[src/rtl/servo_pkg.sv]
// Shared definitions for the servo angle datapath.
// Holds the FSM state encoding, the angle width and the mechanical angle
// limit. The servo PWM driver imports the same package, so both agree on
// what an angle is.
package servo_pkg;

    localparam int ANGLE_W = 8;
    localparam logic [ANGLE_W-1:0] MAX_ANGLE = 8'd180;

    typedef enum logic [1:0] {
        ST_IDLE   = 2'd0,
        ST_RAMP   = 2'd1,
        ST_SETTLE = 2'd2
    } servo_state_e;

    // Limit a requested angle to the mechanical range 0..MAX_ANGLE.
    function automatic logic [ANGLE_W-1:0] clamp_angle(input logic [ANGLE_W-1:0] a);
        return (a > MAX_ANGLE) ? MAX_ANGLE : a;
    endfunction

endpackage

[src/rtl/servo_step_tick.sv]
// Step-period timer for the servo ramp.
// Counts 0..STEP_PERIOD-1 while enabled and wraps to 0. The tick output is a
// registered one-cycle pulse raised on the edge where the count wraps, so the
// consumer sees it in the cycle after the wrap.
//
// Ports:
//   clk    - system clock
//   rst    - asynchronous active-high reset
//   clear  - synchronous clear of the count and tick (priority over enable)
//   enable - count advances while high
//   tick   - one-cycle step pulse
module servo_step_tick #(
    parameter int STEP_PERIOD = 500000
) (
    input  logic clk,
    input  logic rst,
    input  logic clear,
    input  logic enable,
    output logic tick
);

    localparam logic [19:0] LAST = 20'(STEP_PERIOD - 1);

    logic [19:0] cnt;

    always_ff @(posedge clk or posedge rst) begin
        if (rst) begin
            cnt  <= 20'd0;
            tick <= 1'b0;
        end else if (clear) begin
            cnt  <= 20'd0;
            tick <= 1'b0;
        end else if (enable) begin
            tick <= (cnt == LAST);
            cnt  <= (cnt == LAST) ? 20'd0 : cnt + 20'd1;
        end else begin
            tick <= 1'b0;
        end
    end

endmodule

[src/rtl/servo_angle_ramp.sv]
// Rate-limited servo angle ramp.
// Accepts target-angle commands and walks angle_val toward the target by at
// most STEP_DEG degrees every STEP_PERIOD cycles, then holds at the target
// for SETTLE_STEPS step periods before reporting completion.
//
// Handshake: a command transfers on a rising edge where cmd_valid and
// cmd_ready are both high; cmd_valid may be held without waiting for
// cmd_ready, and cmd_ready never depends on cmd_valid.
//
// Ports:
//   clk, rst     - clock, asynchronous active-high reset
//   cmd_valid    - target command present
//   cmd_angle    - requested target angle (degrees, values >180 are clamped)
//   cmd_ready    - command can be accepted this cycle
//   abort        - stop immediately, hold the current angle
//   angle_val    - registered output angle, 0..180
//   busy         - high while ramping or settling
//   done         - one-cycle pulse on motion completion
//   cmd_clamped  - one-cycle pulse after accepting an out-of-range command
//   state        - current FSM state (debug)
module servo_angle_ramp
    import servo_pkg::*;
#(
    parameter int STEP_PERIOD  = 500000,
    parameter int STEP_DEG     = 1,
    parameter int SETTLE_STEPS = 25,
    parameter int INIT_ANGLE   = 0
) (
    input  logic               clk,
    input  logic               rst,
    input  logic               cmd_valid,
    input  logic [ANGLE_W-1:0] cmd_angle,
    output logic               cmd_ready,
    input  logic               abort,
    output logic [ANGLE_W-1:0] angle_val,
    output logic               busy,
    output logic               done,
    output logic               cmd_clamped,
    output servo_state_e       state
);

    localparam logic [ANGLE_W-1:0] INIT_A     = ANGLE_W'(INIT_ANGLE);
    localparam logic [8:0]         STEP9      = 9'(STEP_DEG);
    localparam logic [15:0]        SETTLE_END = 16'(SETTLE_STEPS - 1);

    servo_state_e       state_q, state_d;
    logic [ANGLE_W-1:0] angle_q, angle_d;
    logic [ANGLE_W-1:0] target_q, target_d;
    logic [15:0]        settle_q, settle_d;
    logic               done_q, done_d;
    logic               clamped_q, clamped_d;
    logic               busy_q;

    logic               tick;
    logic               accept;
    logic [ANGLE_W-1:0] cmd_clamp;
    logic [ANGLE_W-1:0] tgt_eff;
    logic [8:0]         diff;
    logic [8:0]         mag;
    logic [ANGLE_W-1:0] step_amt;
    logic [ANGLE_W-1:0] angle_stepped;

    // Timer runs only while moving or settling; held at zero in IDLE so an
    // accept from IDLE always starts a fresh step period.
    servo_step_tick #(
        .STEP_PERIOD(STEP_PERIOD)
    ) u_tick (
        .clk    (clk),
        .rst    (rst),
        .clear  (abort || (state_q == ST_IDLE)),
        .enable (state_q != ST_IDLE),
        .tick   (tick)
    );

    assign cmd_ready = (state_q != ST_SETTLE) && !abort;
    assign accept    = cmd_valid && cmd_ready;
    assign cmd_clamp = clamp_angle(cmd_angle);

    // A command accepted on a step edge steers that step already.
    assign tgt_eff = accept ? cmd_clamp : target_q;

    // 9-bit two's-complement difference; bit 8 is the direction.
    assign diff          = {1'b0, tgt_eff} - {1'b0, angle_q};
    assign mag           = diff[8] ? (~diff + 9'd1) : diff;
    assign step_amt      = (mag > STEP9) ? STEP9[ANGLE_W-1:0] : mag[ANGLE_W-1:0];
    assign angle_stepped = diff[8] ? (angle_q - step_amt) : (angle_q + step_amt);

    always_comb begin
        state_d   = state_q;
        angle_d   = angle_q;
        target_d  = target_q;
        settle_d  = settle_q;
        done_d    = 1'b0;
        clamped_d = 1'b0;

        if (abort) begin
            state_d  = ST_IDLE;
            target_d = angle_q;
            settle_d = 16'd0;
        end else begin
            case (state_q)
                ST_IDLE: begin
                    if (accept) begin
                        target_d  = cmd_clamp;
                        clamped_d = (cmd_angle > MAX_ANGLE);
                        if (cmd_clamp == angle_q) begin
                            done_d = 1'b1;
                        end else begin
                            state_d = ST_RAMP;
                        end
                    end
                end
                ST_RAMP: begin
                    if (accept) begin
                        target_d  = cmd_clamp;
                        clamped_d = (cmd_angle > MAX_ANGLE);
                    end
                    if (tick) begin
                        if (tgt_eff == angle_q) begin
                            state_d  = ST_SETTLE;
                            settle_d = 16'd0;
                        end else begin
                            angle_d = angle_stepped;
                            if (angle_stepped == tgt_eff) begin
                                state_d  = ST_SETTLE;
                                settle_d = 16'd0;
                            end
                        end
                    end
                end
                ST_SETTLE: begin
                    if (tick) begin
                        if (settle_q == SETTLE_END) begin
                            state_d  = ST_IDLE;
                            settle_d = 16'd0;
                            done_d   = 1'b1;
                        end else begin
                            settle_d = settle_q + 16'd1;
                        end
                    end
                end
                default: begin
                    state_d = ST_IDLE;
                end
            endcase
        end
    end

    always_ff @(posedge clk or posedge rst) begin
        if (rst) begin
            state_q   <= ST_IDLE;
            angle_q   <= INIT_A;
            target_q  <= INIT_A;
            settle_q  <= 16'd0;
            done_q    <= 1'b0;
            clamped_q <= 1'b0;
            busy_q    <= 1'b0;
        end else begin
            state_q   <= state_d;
            angle_q   <= angle_d;
            target_q  <= target_d;
            settle_q  <= settle_d;
            done_q    <= done_d;
            clamped_q <= clamped_d;
            busy_q    <= (state_d != ST_IDLE);
        end
    end

    assign angle_val   = angle_q;
    assign busy        = busy_q;
    assign done        = done_q;
    assign cmd_clamped = clamped_q;
    assign state       = state_q;

endmodule

[config.mk]
export PLATFORM = sky130hd
export DESIGN_NAME = servo_angle_ramp
export DESIGN_NICKNAME = d
export VERILOG_FILES = /design/src/rtl/servo_pkg.sv /design/src/rtl/servo_step_tick.sv /design/src/rtl/servo_angle_ramp.sv
export SDC_FILE = /design/constraint.sdc
export NUM_CORES = 1
export LEC_CHECK = 0
export CORE_MARGIN = 5
export CORE_UTILIZATION = 35
export CTS_CLUSTER_DIAMETER = 200
export DETAILED_ROUTE_END_ITERATION = 8
export GPL_ROUTABILITY_DRIVEN = 0
export PLACE_DENSITY_LB_ADDON = 0.12
export SETUP_SLACK_MARGIN = 0.4
export SKIP_LAST_GASP = 1
export SLEW_MARGIN = 10
export SYNTH_ARGS = -nofsm -noshare
export SYNTH_HDL_FRONTEND = slang
export SYNTH_SLANG_ARGS = --single-unit
[constraint.sdc]
create_clock -name clk -period 8.6 [get_ports clk]
set_clock_uncertainty 0.2 [all_clocks]
set_input_delay 1.29 -clock clk [delete_from_list [all_inputs] [get_ports clk]]
set_output_delay 1.29 -clock clk [all_outputs]
set_load 0.03 [all_outputs]
==> metrics.csv <==
stage;metric;value;unit
outcome;status;finished, final reports clean;
worst_hold_path;count of cells along the worst hold path;1;
critical_path;Reg2Reg Depth;28;
clocking;CTS Buf Count;9;
grt;first-pass GRT wire length;17600;um
timing;max frequency;0.128;GHz
critical_path;WP data required;8.61;ns
clocking;H-tree levels;3;
clocking;CTS Hold Bufs;0;
worst_hold_path;hold wc startpoint;u_tick.cnt[0]$_DFFE_PP0P_;
timing;Worst Tran Pin Value;0.847;ns
critical_path;CP Data Arrival Time;7.83;ns
grt;initial antenna violation count;0;
clocking;CTS tree;done;
placement;Port Buffer Count;25;
die;Die W;123;um
logic_synthesis;syn nets;537;
logic_synthesis;flops & latches, synth;58;
final_layout;fin cells;703;
logic_synthesis;yosys warns;0;
grt;vias in the first global route;3431;
logic_synthesis;main flop type after synthesis;dfrtp_1;
critical_path;RR Startpoint;state[1]$_DFF_PP0_;
timing;setup TNS;0;ns
die;IO Count;26;
logic_synthesis;Post-synth EDFFs;0;
power;static leakage;2.14;nW
critical_path;CP Max Fanout;9;
final_layout;Filler Cells Inserted;1237;
critical_path;CP max-delay cell;clkdlybuf4s50_1;
clocking;Clock Sinks;58;
flow_run;Max-Cap Viols;0;
clocking;clk_lat worst skew;0.33;ns
routing;Routed WL;10700;um
logic_synthesis;Syn Area/Cell;8.94;um^2
final_layout;fin area;0.00522;mm^2
placement;post-place setup slack;0.293;ns
timing;worst setup margin;0.785;ns
routing;Vias;3639;
timing;RSZ-0062 raised after global routing;no;
placement;placement-stage cell area;0.00485;mm^2
power;Tot Pwr;911;uW
critical_path;CP Capture Type;flip-flop;
logic_synthesis;Area contributors post-synth;dfrtp_1, ha_1, nor2_1, xor2_1, mux2i_1;
logic_synthesis;Post-Syn Area;0.00449;mm^2
power;Max VDD drop;0.116;mV
grt;GRT Overall Usage;14.8;%
critical_path;CP Class;in2reg;
final_layout;n_diodes;0;
final_layout;Net count, final;561;
clocking;Max clock buf depth;2;
timing;Fin. Hold Viols;0;
logic_synthesis;Seq/Total Area, Yosys;32.4;%
timing;max-slew violations;0;
worst_hold_path;Tightest Hold Check Type;reg2reg;
routing;DR pass1 iterations;4;
worst_hold_path;WHS Endpoint;u_tick.cnt[0]$_DFFE_PP0P_;
routing;Via density;5.18;
die;die height;123;um
die;Die ar.;0.0152;mm^2
timing;minimum clock period;7.81;ns
timing;Setup violations, final;0;
die;Initial Util;35.7;%
final_layout;share of layout cells above drive strength 1;13.7;%
placement;placed insts;686;
die;row count;41;
routing;DRC Markers;0;
power;Pwr per Cell Area;175;mW/mm^2
logic_synthesis;post-synthesis cell count;502;
logic_synthesis;post-synth top area share;32.4;%
logic_synthesis;Post-synth ARST share;100;%
routing;first-iteration detailed-routing DRC count;300;
timing;Tcrit/Tclk final;90.9;%
critical_path;R2R setup slack;1.33;ns
clocking;clk slew on worst S/H paths;0.05;ns
routing;post-route ant nets;0;
placement;dpl hpwl;7950;um
timing;worst hold slack;0.303;ns
grt;largest net degree at the start of global routing;59;
clocking;root buffer cell;clkbuf_16;
critical_path;Startpoint Class;input pin;
routing;WL/cell;15.3;um
die;core area;0.0126;mm^2
timing;Slew HR;43.5;%
final_layout;Area Overhead vs Synth;16.3;%
final_layout;register area;0.00145;mm^2
final_layout;area occupied by multi-input gates;0.00283;mm^2
grt;GRT overflow;0;
logic_synthesis;Synth cell types;74;
final_layout;final core occ;41.5;%
logic_synthesis;Synth area leader;dfrtp_1;
critical_path;Worst path max stage delay;0.53;ns
critical_path;worst reg2reg path endpoint;settle_q[8]$_DFFE_PP0P_;
cell usage after synthesis, types with 4 or more instances:
cell type	number
a21o_1	6
nor3b_1	5
ha_1	21
and3_1	10
a21oi_2	9
xor2_1	24
nor3_1	11
or3_1	4
nand2_1	42
o21ai_1	4
nor2_1	56
nand2b_1	11
dfrtp_1	58
o21ai_0	20
clkbuf_1	8
buf_6	6
inv_1	25
nand3_1	21
mux2_2	6
mux2i_1	17
a211o_1	4
xnor2_1	18
nor2b_1	7
nand4_1	12
nor4_1	4
o31ai_1	4
a21oi_1	27
report_power, final:
group | leakage, nW | internal, mW | switching (mW)
Combinational | 1.19 | 0.0930 | 0.133
Clock | 0.163 | 0.269 | 0.129
Sequential | 0.792 | 0.279 | 0.00760
how the worst max path moves through the flow:
stage / from / to / slack (ns)
floorplan: cmd_valid / settle_q[15]$_DFFE_PP0P_ / 1.39
global placement: abort / settle_q[15]$_DFFE_PP0P_ / 0.31
detailed placement: abort / settle_q[15]$_DFFE_PP0P_ / 0.29
CTS: cmd_angle[5] / settle_q[15]$_DFFE_PP0P_ / 0.60
global route: cmd_angle[5] / settle_q[8]$_DFFE_PP0P_ / 0.41
finish: cmd_angle[5] / settle_q[8]$_DFFE_PP0P_ / 0.79
sequential cells by signal, indices dropped and copies added, names as in the netlist:
name and flops:
state 2, done 1, cmd_clamped 1, target_q 8, u_tick.tick 1, busy 1
u_tick.cnt 20, angle_val 8, settle_q 16
kinds of logic after synthesis:
family / Yosys count / synth area share [%]
and+or+nand+nor: 205 / 24.0
AOI/OAI and AO/OA: 101 / 16.3
DFF: 58 / 32.4
xor gates and xnor gates: 45 / 9.29
buffers and inverters: 44 / 5.24
muxes: 25 / 5.97
adders and majority gates: 23 / 6.75
other: 1 / 0.0836
cell type report:
cell class | count | share of cell area [%]
inverter | 26 | 1.87
clock inverter | 4 | 1.41
clock buffer | 12 | 4.92
sequential | 58 | 27.8
multi-input combinational | 400 | 54.2
tap | 172 | 4.12
timing repair buffer | 31 | 5.66
cells in the final DEF (no fill, tap or decap), drive strengths merged, types with 13 or more instances in the layout:
master	n
nor3	14
inv	26
nand4	13
xnor2	21
nand3	22
nand2	43
ha	21
xor2	24
a21oi	36
o21ai	24
mux2i	17
clkdlybuf4s50	25
dfrtp	58
nor2	56
timing repair:
item                       4_1_cts  5_1_grt
setup buffers                    0        1
setup endpoints to repair        0       12
gates resized for setup          0        5
routing by layer:
layer  share of wire, %  GRT usage (%)  vias to the layer above
li1                   -              -                     1826
met1                 52           22.1                     1729
met2                 42           21.2                       72
met3                4.4           2.70                       12
met4                1.6           5.19                        0
met5                  0              0                        -
worst max-delay path: cells and delay by family:
kind                       cells  cell delay [ns]
buffers and inverters          4             0.92
adders and majority gates      4             1.12
and+or+nand+nor                4             0.81
muxes                          1             0.38
AOI/OAI and AO/OA             13             2.64
xor gates and xnor gates       3             0.66
(Power assumes the default switching activity.)
